==> config.mk <==
export PLATFORM = sky130hd
export DESIGN_NAME = mem_port_arbiter_flat
export DESIGN_NICKNAME = d
export VERILOG_FILES = /design/src/rtl/mem_port_arbiter_pkg.sv /design/src/rtl/mem_port_arbiter_if.sv /design/src/rtl/burst_addr_gen.sv /design/src/rtl/mem_port_arbiter.sv /design/src/flat_wrapper.sv
export SDC_FILE = /design/constraint.sdc
export NUM_CORES = 1
export LEC_CHECK = 0
export ABC_AREA = 1
export CORE_MARGIN = 4
export CORE_UTILIZATION = 35
export CTS_BUF_LIST = sky130_fd_sc_hd__clkbuf_16
export DETAILED_ROUTE_END_ITERATION = 8
export GPL_ROUTABILITY_DRIVEN = 0
export GPL_TIMING_DRIVEN = 0
export PLACE_DENSITY = 0.65
export SLEW_MARGIN = 20
export SYNTH_ARGS = -nofsm -noshare
export SYNTH_HDL_FRONTEND = slang
export SYNTH_HIERARCHICAL = 1
export SYNTH_SLANG_ARGS = --single-unit
export TNS_END_PERCENT = 1
==> constraint.sdc <==
create_clock -name clk -period 3.37 [get_ports clk]
set_input_delay 0.674 -clock clk [delete_from_list [all_inputs] [get_ports clk]]
set_output_delay 0.674 -clock clk [all_outputs]
set_load 0.01 [all_outputs]
==> src/rtl/mem_port_arbiter_pkg.sv <==
// mem_port_arbiter_pkg: shared default widths, burst type, FSM state and grant encodings
package mem_port_arbiter_pkg;
  localparam int DEF_ADD_WIDTH = 32;
  localparam int DEF_ADD_ID_WIDTH = 4;
  localparam int DEF_BURST_LEN = 4;
  localparam int DEF_BURST_SIZE = 3;
  localparam int DEF_BURST_TYPE = 2;
  typedef enum logic [1:0] {BURST_FIXED = 2'd0, BURST_INCR = 2'd1, BURST_WRAP = 2'd2} burst_t;
  typedef enum logic [1:0] {IDLE = 2'd0, WR_BURST = 2'd1, RD_BURST = 2'd2} state_t;
  typedef enum logic {GNT_READ = 1'b0, GNT_WRITE = 1'b1} grant_t;
endpackage

==> src/rtl/mem_port_arbiter_if.sv <==
// mem_port_arbiter_if: write/read burst request handshakes (wr_*, rd_*) and per-beat memory handshake (mem_*); slave = arbiter side, master = requester/memory side
interface mem_port_arbiter_if
  import mem_port_arbiter_pkg::*;
#(
  parameter int ADD_WIDTH = DEF_ADD_WIDTH,
  parameter int ADD_ID_WIDTH = DEF_ADD_ID_WIDTH,
  parameter int BURST_LEN = DEF_BURST_LEN,
  parameter int BURST_SIZE = DEF_BURST_SIZE,
  parameter int BURST_TYPE = DEF_BURST_TYPE
);
  logic wr_valid_in;
  logic wr_ready_out;
  logic [ADD_WIDTH-1:0] wr_addr_in;
  logic [ADD_ID_WIDTH-1:0] wr_id_in;
  logic [BURST_LEN-1:0] wr_len_in;
  logic [BURST_SIZE-1:0] wr_size_in;
  logic [BURST_TYPE-1:0] wr_burst_in;
  logic rd_valid_in;
  logic rd_ready_out;
  logic [ADD_WIDTH-1:0] rd_addr_in;
  logic [ADD_ID_WIDTH-1:0] rd_id_in;
  logic [BURST_LEN-1:0] rd_len_in;
  logic [BURST_SIZE-1:0] rd_size_in;
  logic [BURST_TYPE-1:0] rd_burst_in;
  logic mem_valid_out;
  logic mem_ready_in;
  logic [ADD_WIDTH-1:0] mem_addr_out;
  logic [ADD_ID_WIDTH-1:0] mem_id_out;
  logic mem_we_out;
  logic mem_last_out;
  modport slave (
    input wr_valid_in, wr_addr_in, wr_id_in, wr_len_in, wr_size_in, wr_burst_in,
    input rd_valid_in, rd_addr_in, rd_id_in, rd_len_in, rd_size_in, rd_burst_in,
    input mem_ready_in,
    output wr_ready_out, rd_ready_out,
    output mem_valid_out, mem_addr_out, mem_id_out, mem_we_out, mem_last_out
  );
  modport master (
    output wr_valid_in, wr_addr_in, wr_id_in, wr_len_in, wr_size_in, wr_burst_in,
    output rd_valid_in, rd_addr_in, rd_id_in, rd_len_in, rd_size_in, rd_burst_in,
    output mem_ready_in,
    input wr_ready_out, rd_ready_out,
    input mem_valid_out, mem_addr_out, mem_id_out, mem_we_out, mem_last_out
  );
endinterface

==> src/rtl/burst_addr_gen.sv <==
// burst_addr_gen: combinational next beat address (in: addr, size, len, burst; out: next_addr) for FIXED/INCR/WRAP bursts
module burst_addr_gen
  import mem_port_arbiter_pkg::*;
#(
  parameter int ADD_WIDTH = DEF_ADD_WIDTH,
  parameter int BURST_LEN = DEF_BURST_LEN,
  parameter int BURST_SIZE = DEF_BURST_SIZE,
  parameter int BURST_TYPE = DEF_BURST_TYPE
) (
  input  logic [ADD_WIDTH-1:0]  addr,
  input  logic [BURST_SIZE-1:0] size,
  input  logic [BURST_LEN-1:0]  len,
  input  logic [BURST_TYPE-1:0] burst,
  output logic [ADD_WIDTH-1:0]  next_addr
);
  logic [ADD_WIDTH-1:0] step;
  logic [ADD_WIDTH-1:0] mask;
  logic [ADD_WIDTH-1:0] incr;
  logic wrap;
  // wrap region is (len+1)<<size bytes; only power-of-two beat counts wrap, anything else (and reserved type) steps like INCR
  always_comb begin
    step = ADD_WIDTH'(1) << size;
    mask = ((ADD_WIDTH'(len) + ADD_WIDTH'(1)) << size) - ADD_WIDTH'(1);
    incr = addr + step;
    wrap = burst == BURST_TYPE'(BURST_WRAP) && (len == BURST_LEN'(1) || len == BURST_LEN'(3) ||
           len == BURST_LEN'(7) || len == BURST_LEN'(15));
    next_addr = burst == BURST_TYPE'(BURST_FIXED) ? addr : wrap ? (addr & ~mask) | (incr & mask) : incr;
  end
endmodule

==> src/rtl/mem_port_arbiter.sv <==
// mem_port_arbiter: round-robin write/read burst arbiter onto a single-port memory; ports clk, reset, bus (mem_port_arbiter_if.slave)
module mem_port_arbiter
  import mem_port_arbiter_pkg::*;
#(
  parameter int ADD_WIDTH = DEF_ADD_WIDTH,
  parameter int ADD_ID_WIDTH = DEF_ADD_ID_WIDTH,
  parameter int BURST_LEN = DEF_BURST_LEN,
  parameter int BURST_SIZE = DEF_BURST_SIZE,
  parameter int BURST_TYPE = DEF_BURST_TYPE
) (
  input logic clk,
  input logic reset,
  mem_port_arbiter_if.slave bus
);
  state_t state;
  grant_t last_grant;
  logic [BURST_LEN-1:0] beat_cnt;
  logic [BURST_LEN-1:0] beat_nxt;
  logic [BURST_LEN-1:0] len_q;
  logic [BURST_SIZE-1:0] size_q;
  logic [BURST_TYPE-1:0] burst_q;
  logic [ADD_WIDTH-1:0] next_addr;
  logic wr_sel;
  logic rd_sel;
  assign wr_sel = bus.wr_valid_in & (~bus.rd_valid_in | last_grant == GNT_READ);
  assign rd_sel = bus.rd_valid_in & (~bus.wr_valid_in | last_grant == GNT_WRITE);
  assign bus.wr_ready_out = state == IDLE & ~reset & wr_sel;
  assign bus.rd_ready_out = state == IDLE & ~reset & rd_sel;
  assign beat_nxt = beat_cnt + BURST_LEN'(1);
  burst_addr_gen #(
    .ADD_WIDTH(ADD_WIDTH),
    .BURST_LEN(BURST_LEN),
    .BURST_SIZE(BURST_SIZE),
    .BURST_TYPE(BURST_TYPE)
  ) u_addr_gen (
    .addr(bus.mem_addr_out),
    .size(size_q),
    .len(len_q),
    .burst(burst_q),
    .next_addr(next_addr)
  );
  always_ff @(posedge clk) begin
    if (reset) begin
      state <= IDLE;
      last_grant <= GNT_READ;
      beat_cnt <= '0;
      len_q <= '0;
      size_q <= '0;
      burst_q <= '0;
      bus.mem_valid_out <= 1'b0;
      bus.mem_we_out <= 1'b0;
      bus.mem_last_out <= 1'b0;
      bus.mem_addr_out <= '0;
      bus.mem_id_out <= '0;
    end else begin
      case (state)
        IDLE: begin
          if (bus.wr_ready_out) begin
            state <= WR_BURST;
            last_grant <= GNT_WRITE;
            beat_cnt <= '0;
            len_q <= bus.wr_len_in;
            size_q <= bus.wr_size_in;
            burst_q <= bus.wr_burst_in;
            bus.mem_valid_out <= 1'b1;
            bus.mem_we_out <= 1'b1;
            bus.mem_last_out <= bus.wr_len_in == '0;
            bus.mem_addr_out <= bus.wr_addr_in;
            bus.mem_id_out <= bus.wr_id_in;
          end else if (bus.rd_ready_out) begin
            state <= RD_BURST;
            last_grant <= GNT_READ;
            beat_cnt <= '0;
            len_q <= bus.rd_len_in;
            size_q <= bus.rd_size_in;
            burst_q <= bus.rd_burst_in;
            bus.mem_valid_out <= 1'b1;
            bus.mem_we_out <= 1'b0;
            bus.mem_last_out <= bus.rd_len_in == '0;
            bus.mem_addr_out <= bus.rd_addr_in;
            bus.mem_id_out <= bus.rd_id_in;
          end
        end
        WR_BURST, RD_BURST: begin
          if (bus.mem_ready_in) begin
            if (bus.mem_last_out) begin
              state <= IDLE;
              bus.mem_valid_out <= 1'b0;
              bus.mem_we_out <= 1'b0;
              bus.mem_last_out <= 1'b0;
            end else begin
              beat_cnt <= beat_nxt;
              bus.mem_addr_out <= next_addr;
              bus.mem_last_out <= beat_nxt == len_q;
            end
          end
        end
        default: state <= IDLE;
      endcase
    end
  end
endmodule
==> src/flat_wrapper.sv <==
// flat-port wrapper written by rule: the top's interface ports become plain ports
module mem_port_arbiter_flat import mem_port_arbiter_pkg::*;
#(
  parameter int ADD_WIDTH = DEF_ADD_WIDTH,
  parameter int ADD_ID_WIDTH = DEF_ADD_ID_WIDTH,
  parameter int BURST_LEN = DEF_BURST_LEN,
  parameter int BURST_SIZE = DEF_BURST_SIZE,
  parameter int BURST_TYPE = DEF_BURST_TYPE
)
  (clk, reset, bus_wr_valid_in, bus_wr_addr_in, bus_wr_id_in, bus_wr_len_in, bus_wr_size_in, bus_wr_burst_in, bus_rd_valid_in, bus_rd_addr_in, bus_rd_id_in, bus_rd_len_in, bus_rd_size_in, bus_rd_burst_in, bus_mem_ready_in, bus_wr_ready_out, bus_rd_ready_out, bus_mem_valid_out, bus_mem_addr_out, bus_mem_id_out, bus_mem_we_out, bus_mem_last_out);
  mem_port_arbiter_if #(.ADD_WIDTH(ADD_WIDTH), .ADD_ID_WIDTH(ADD_ID_WIDTH), .BURST_LEN(BURST_LEN), .BURST_SIZE(BURST_SIZE), .BURST_TYPE(BURST_TYPE)) bus_i ();
  input logic clk;
  input logic reset;
  input wire logic [$bits(bus_i.wr_valid_in)-1:0] bus_wr_valid_in;
  input wire logic [$bits(bus_i.wr_addr_in)-1:0] bus_wr_addr_in;
  input wire logic [$bits(bus_i.wr_id_in)-1:0] bus_wr_id_in;
  input wire logic [$bits(bus_i.wr_len_in)-1:0] bus_wr_len_in;
  input wire logic [$bits(bus_i.wr_size_in)-1:0] bus_wr_size_in;
  input wire logic [$bits(bus_i.wr_burst_in)-1:0] bus_wr_burst_in;
  input wire logic [$bits(bus_i.rd_valid_in)-1:0] bus_rd_valid_in;
  input wire logic [$bits(bus_i.rd_addr_in)-1:0] bus_rd_addr_in;
  input wire logic [$bits(bus_i.rd_id_in)-1:0] bus_rd_id_in;
  input wire logic [$bits(bus_i.rd_len_in)-1:0] bus_rd_len_in;
  input wire logic [$bits(bus_i.rd_size_in)-1:0] bus_rd_size_in;
  input wire logic [$bits(bus_i.rd_burst_in)-1:0] bus_rd_burst_in;
  input wire logic [$bits(bus_i.mem_ready_in)-1:0] bus_mem_ready_in;
  output wire logic [$bits(bus_i.wr_ready_out)-1:0] bus_wr_ready_out;
  output wire logic [$bits(bus_i.rd_ready_out)-1:0] bus_rd_ready_out;
  output wire logic [$bits(bus_i.mem_valid_out)-1:0] bus_mem_valid_out;
  output wire logic [$bits(bus_i.mem_addr_out)-1:0] bus_mem_addr_out;
  output wire logic [$bits(bus_i.mem_id_out)-1:0] bus_mem_id_out;
  output wire logic [$bits(bus_i.mem_we_out)-1:0] bus_mem_we_out;
  output wire logic [$bits(bus_i.mem_last_out)-1:0] bus_mem_last_out;
  assign bus_i.wr_valid_in = bus_wr_valid_in;
  assign bus_i.wr_addr_in = bus_wr_addr_in;
  assign bus_i.wr_id_in = bus_wr_id_in;
  assign bus_i.wr_len_in = bus_wr_len_in;
  assign bus_i.wr_size_in = bus_wr_size_in;
  assign bus_i.wr_burst_in = bus_wr_burst_in;
  assign bus_i.rd_valid_in = bus_rd_valid_in;
  assign bus_i.rd_addr_in = bus_rd_addr_in;
  assign bus_i.rd_id_in = bus_rd_id_in;
  assign bus_i.rd_len_in = bus_rd_len_in;
  assign bus_i.rd_size_in = bus_rd_size_in;
  assign bus_i.rd_burst_in = bus_rd_burst_in;
  assign bus_i.mem_ready_in = bus_mem_ready_in;
  assign bus_wr_ready_out = bus_i.wr_ready_out;
  assign bus_rd_ready_out = bus_i.rd_ready_out;
  assign bus_mem_valid_out = bus_i.mem_valid_out;
  assign bus_mem_addr_out = bus_i.mem_addr_out;
  assign bus_mem_id_out = bus_i.mem_id_out;
  assign bus_mem_we_out = bus_i.mem_we_out;
  assign bus_mem_last_out = bus_i.mem_last_out;
  mem_port_arbiter #(.ADD_WIDTH(ADD_WIDTH), .ADD_ID_WIDTH(ADD_ID_WIDTH), .BURST_LEN(BURST_LEN), .BURST_SIZE(BURST_SIZE), .BURST_TYPE(BURST_TYPE)) u_core (.clk(clk), .reset(reset), .bus(bus_i));
endmodule
==> reports/qor.txt <==
RSZ-0062 raised after global routing -> yes
Arrival @ worst endpoint -> 2.62 ns
Area of placed instances -> 7037 um2
Synth Register Bits -> 55
Area growth syn-to-layout -> 33.13%
Detailed-placement wirelength estimate -> 14.97 mm
Reg clk slew, reported paths -> 0.08 ns
Pre-CTS WS -> -0.2778 ns
Final Hold Fails -> 0
Slowest stage delay, CP -> 0.55 ns
Run status -> finished, final reports clean
Rows -> 45
Total Wirelength -> 18.91 mm
Power density over cell area -> 704.6 nW/um2
Depth of the worst hold-timing path -> 2
Inserted Clock Buffers -> 5
Crit-path cells -> clkdlybuf4s50_1 -> inv_2 -> nand2_1 -> nor2_4 -> clkbuf_4 -> clkdlybuf4s50_1
RR Endpoint -> u_core/bus.mem_addr_out[22]
Syn Area/Cell -> 5.579 um2
Yosys cell types -> 41
Setup Skew -> 0.01124 ns
# DRC -> 0
Power, Total -> 5.113 mW
Crit-path leading delay family -> buffers and inverters
Critical Path Sink Type -> output port
Initial Util -> 0.3585
WHS Endpoint -> u_core/bus.mem_valid_out
Final Util -> 0.4773
Post-Syn Area -> 5450 um2
CP Depth -> 6
Vias in the first global route -> 6138
Start point of the worst hold path -> u_core/bus.mem_valid_out
Synthesized netlist net count -> 1087
Core area -> 15200 um2
Largest net degree at the start of global routing -> 19
Layout cell share with drive strength beyond 1 -> 0.07493
Clk Latency, worst-skew pair -> 0.31 ns
Final Cell Area -> 7256 um2
VDD IR max -> 0.2922 mV
Chip height -> 132.8 um
Max FO, Critical Path -> 10
First-pass GRT wire length -> 30.89 mm
Reg-to-reg slack, setup -> 0.27 ns
ANT cells -> 0
Worst hold slack -> 0.4630 ns
Routed length per instance -> 14.44 um
Fin crit share -> 0.9762
Least-Margin Pin Slew -> 0.8626 ns
WP data required -> 2.70 ns
Max Cap Viol -> 0
Max stage delay cell, worst path -> clkdlybuf4s50_1
Yosys warns -> 6
Clock tree buffer depth -> 2
Crit path buffers/inverters -> 4
Headroom to the max-slew limit -> 0.4237
Initial antenna violation count -> 0
Setup crit start kind -> input pin
Vias -> 6476
Die footprint -> 17630 um2
# H-tree levels -> 2
Nets -> 1230
Port buffer count -> 135
CTS tree -> done
Grt total ovfl -> 0
Die width -> 132.8 um
Drt pass-1 iters -> 5
Crit path top cell by count -> clkdlybuf4s50_1
Clk sinks -> 55
Ports -> 136
Kind of critical path -> in -> out
Final Slew Violations -> 0
Antenna viol nets, final -> 0
Period minus WS final -> 3.290 ns
Max Freq -> 0.3040 GHz
Worst reg2reg path depth -> 19
Final-report setup violation count -> 0
Worst Hold Class -> reg -> reg
Cell count after synthesis -> 977
LEAKAGE -> 3.394 nW
Worst Setup Slack, final -> 0.08037 ns
Register area share after synthesis -> 0.2020
Drt initial violations -> 447
Reg-to-Reg Start -> u_core/size_q[1]
Root buf cell -> clkbuf_16
Total Routing Usage GR -> 0.2134
Via density -> 4.947
[power breakdown]
group / switching [mW] / internal, mW / leakage (nW)
sequential: 0.374 / 0.903 / 0.454
clock: 0.276 / 0.279 / 0.0700
combinational: 1.94 / 1.34 / 2.87
[sequential cells by signal, summed over array words and instances, names as in the netlist]
register / cells
u_core/last_grant: 1
u_core/bus.mem_valid_out: 1
u_core/bus.mem_addr_out: 32
u_core/bus.mem_last_out: 1
u_core/state: 2
u_core/len_q: 4
u_core/beat_cnt: 4
u_core/bus.mem_we_out: 1
u_core/burst_q: 2
u_core/bus.mem_id_out: 4
u_core/size_q: 3
[metal layers]
layer,track usage,wire [um],vias up
met3,0.02966,983,26
met1,0.2930,9025,2910
li1,-,-,3365
met2,0.3465,8473,175
met5,0,0,-
met4,0.06582,424,0
[metrics by stage]
step / TNS (ns) / std cells
5_1_grt: -0.01601 / 1309
3_5_place_dp: -1.014 / 1300
3_3_place_gp: -0.8649 / 1300
6_report: 0 / 1309
2_1_floorplan: 0 / 977
4_1_cts: 0 / 1309
[synth_stat cells (all sizes together)]
cell     count  share of area
a21o         1         0.0014
nor3b        1         0.0014
and2         1         0.0011
o2111ai      1         0.0016
o21ai       37          0.035
ha          14          0.032
buf         15          0.019
a2111oi      1         0.0051
nand3b       7          0.010
nor4         3         0.0062
mux2i        2         0.0037
clkbuf      22          0.015
a31oi       34          0.039
xnor2        6         0.0096
nand4       14          0.016
nand3       63          0.071
clkinv       1        0.00069
fa           1         0.0037
dfxtp       55           0.20
nor2       164           0.12
o21bai       1         0.0014
or2          2         0.0023
nand2      344           0.24
inv        124          0.085
a21oi       32          0.029
xor2        15          0.024
nor3        16          0.015
[logic make-up after synthesis]
family / Yosys count / synth area share
AND/OR/NAND/NOR: 615 / 0.4915
flip-flops: 55 / 0.2020
adder cells (fa/ha/maj): 15 / 0.03581
XOR/XNOR: 21 / 0.03375
multiplexers: 2 / 0.003673
buffers and inverters: 162 / 0.1201
AO/OA/AOI/OAI: 107 / 0.1132
[how the worst max path moves through the flow]
stage | from | to | slack, ns
floorplan | u_core/size_q[1] | u_core/bus.mem_addr_out[30] | 0.53
detailed placement | reset | bus_wr_ready_out | -0.28
finish | reset | bus_wr_ready_out | 0.08
global route | reset | bus_wr_ready_out | -0.008
CTS | u_core/size_q[1] | u_core/bus.mem_addr_out[30] | 0.02
global placement | reset | bus_wr_ready_out | -0.27
[worst register-to-register path, delay by kind of cell (launching register included)]
kind / cells / cell delay [ns]
buf+inv: 4 / 0.41
simple gates: 10 / 1.25
flops: 1 / 0.36
fa+ha+maj: 2 / 0.60
xor+xnor: 1 / 0.14
compound gates: 2 / 0.24
[layout make-up]
| cell class | instances | area (um2) |
|---|---|---|
| flip-flops and latches | 55 | 1104 |
| fillers | 1624 | 7946 |
| plain buffers | 37 | 193.9 |
| well taps | 188 | 235.2 |
| clock inverters | 3 | 25.02 |
| multi-input cells | 760 | 3745 |
| inverters | 125 | 469.2 |
| clock buffers | 5 | 125.1 |
| repair buffers | 136 | 1359 |
[timing repair]
action                                 CTS  global route
setup endpoints to repair                7            16
pin swaps                                2             4
hold buffers                             0             0
gates resized for setup                  7            12
buffers inserted                         1             0
endpoints found under the hold margin    0             0
[cell usage in the layout (no fill, tap or decap), types with 20 or more instances in the layout]
cell	netlist	routed
inv_1	116	115
nor2_1	154	154
clkbuf_1	21	20
nand3_1	50	50
dfxtp_1	55	53
a31oi_1	34	33
clkdlybuf4s50_1	0	135
nand2_1	334	332
a21oi_1	32	32
o21ai_0	31	31
(Power assumes the default switching activity.)
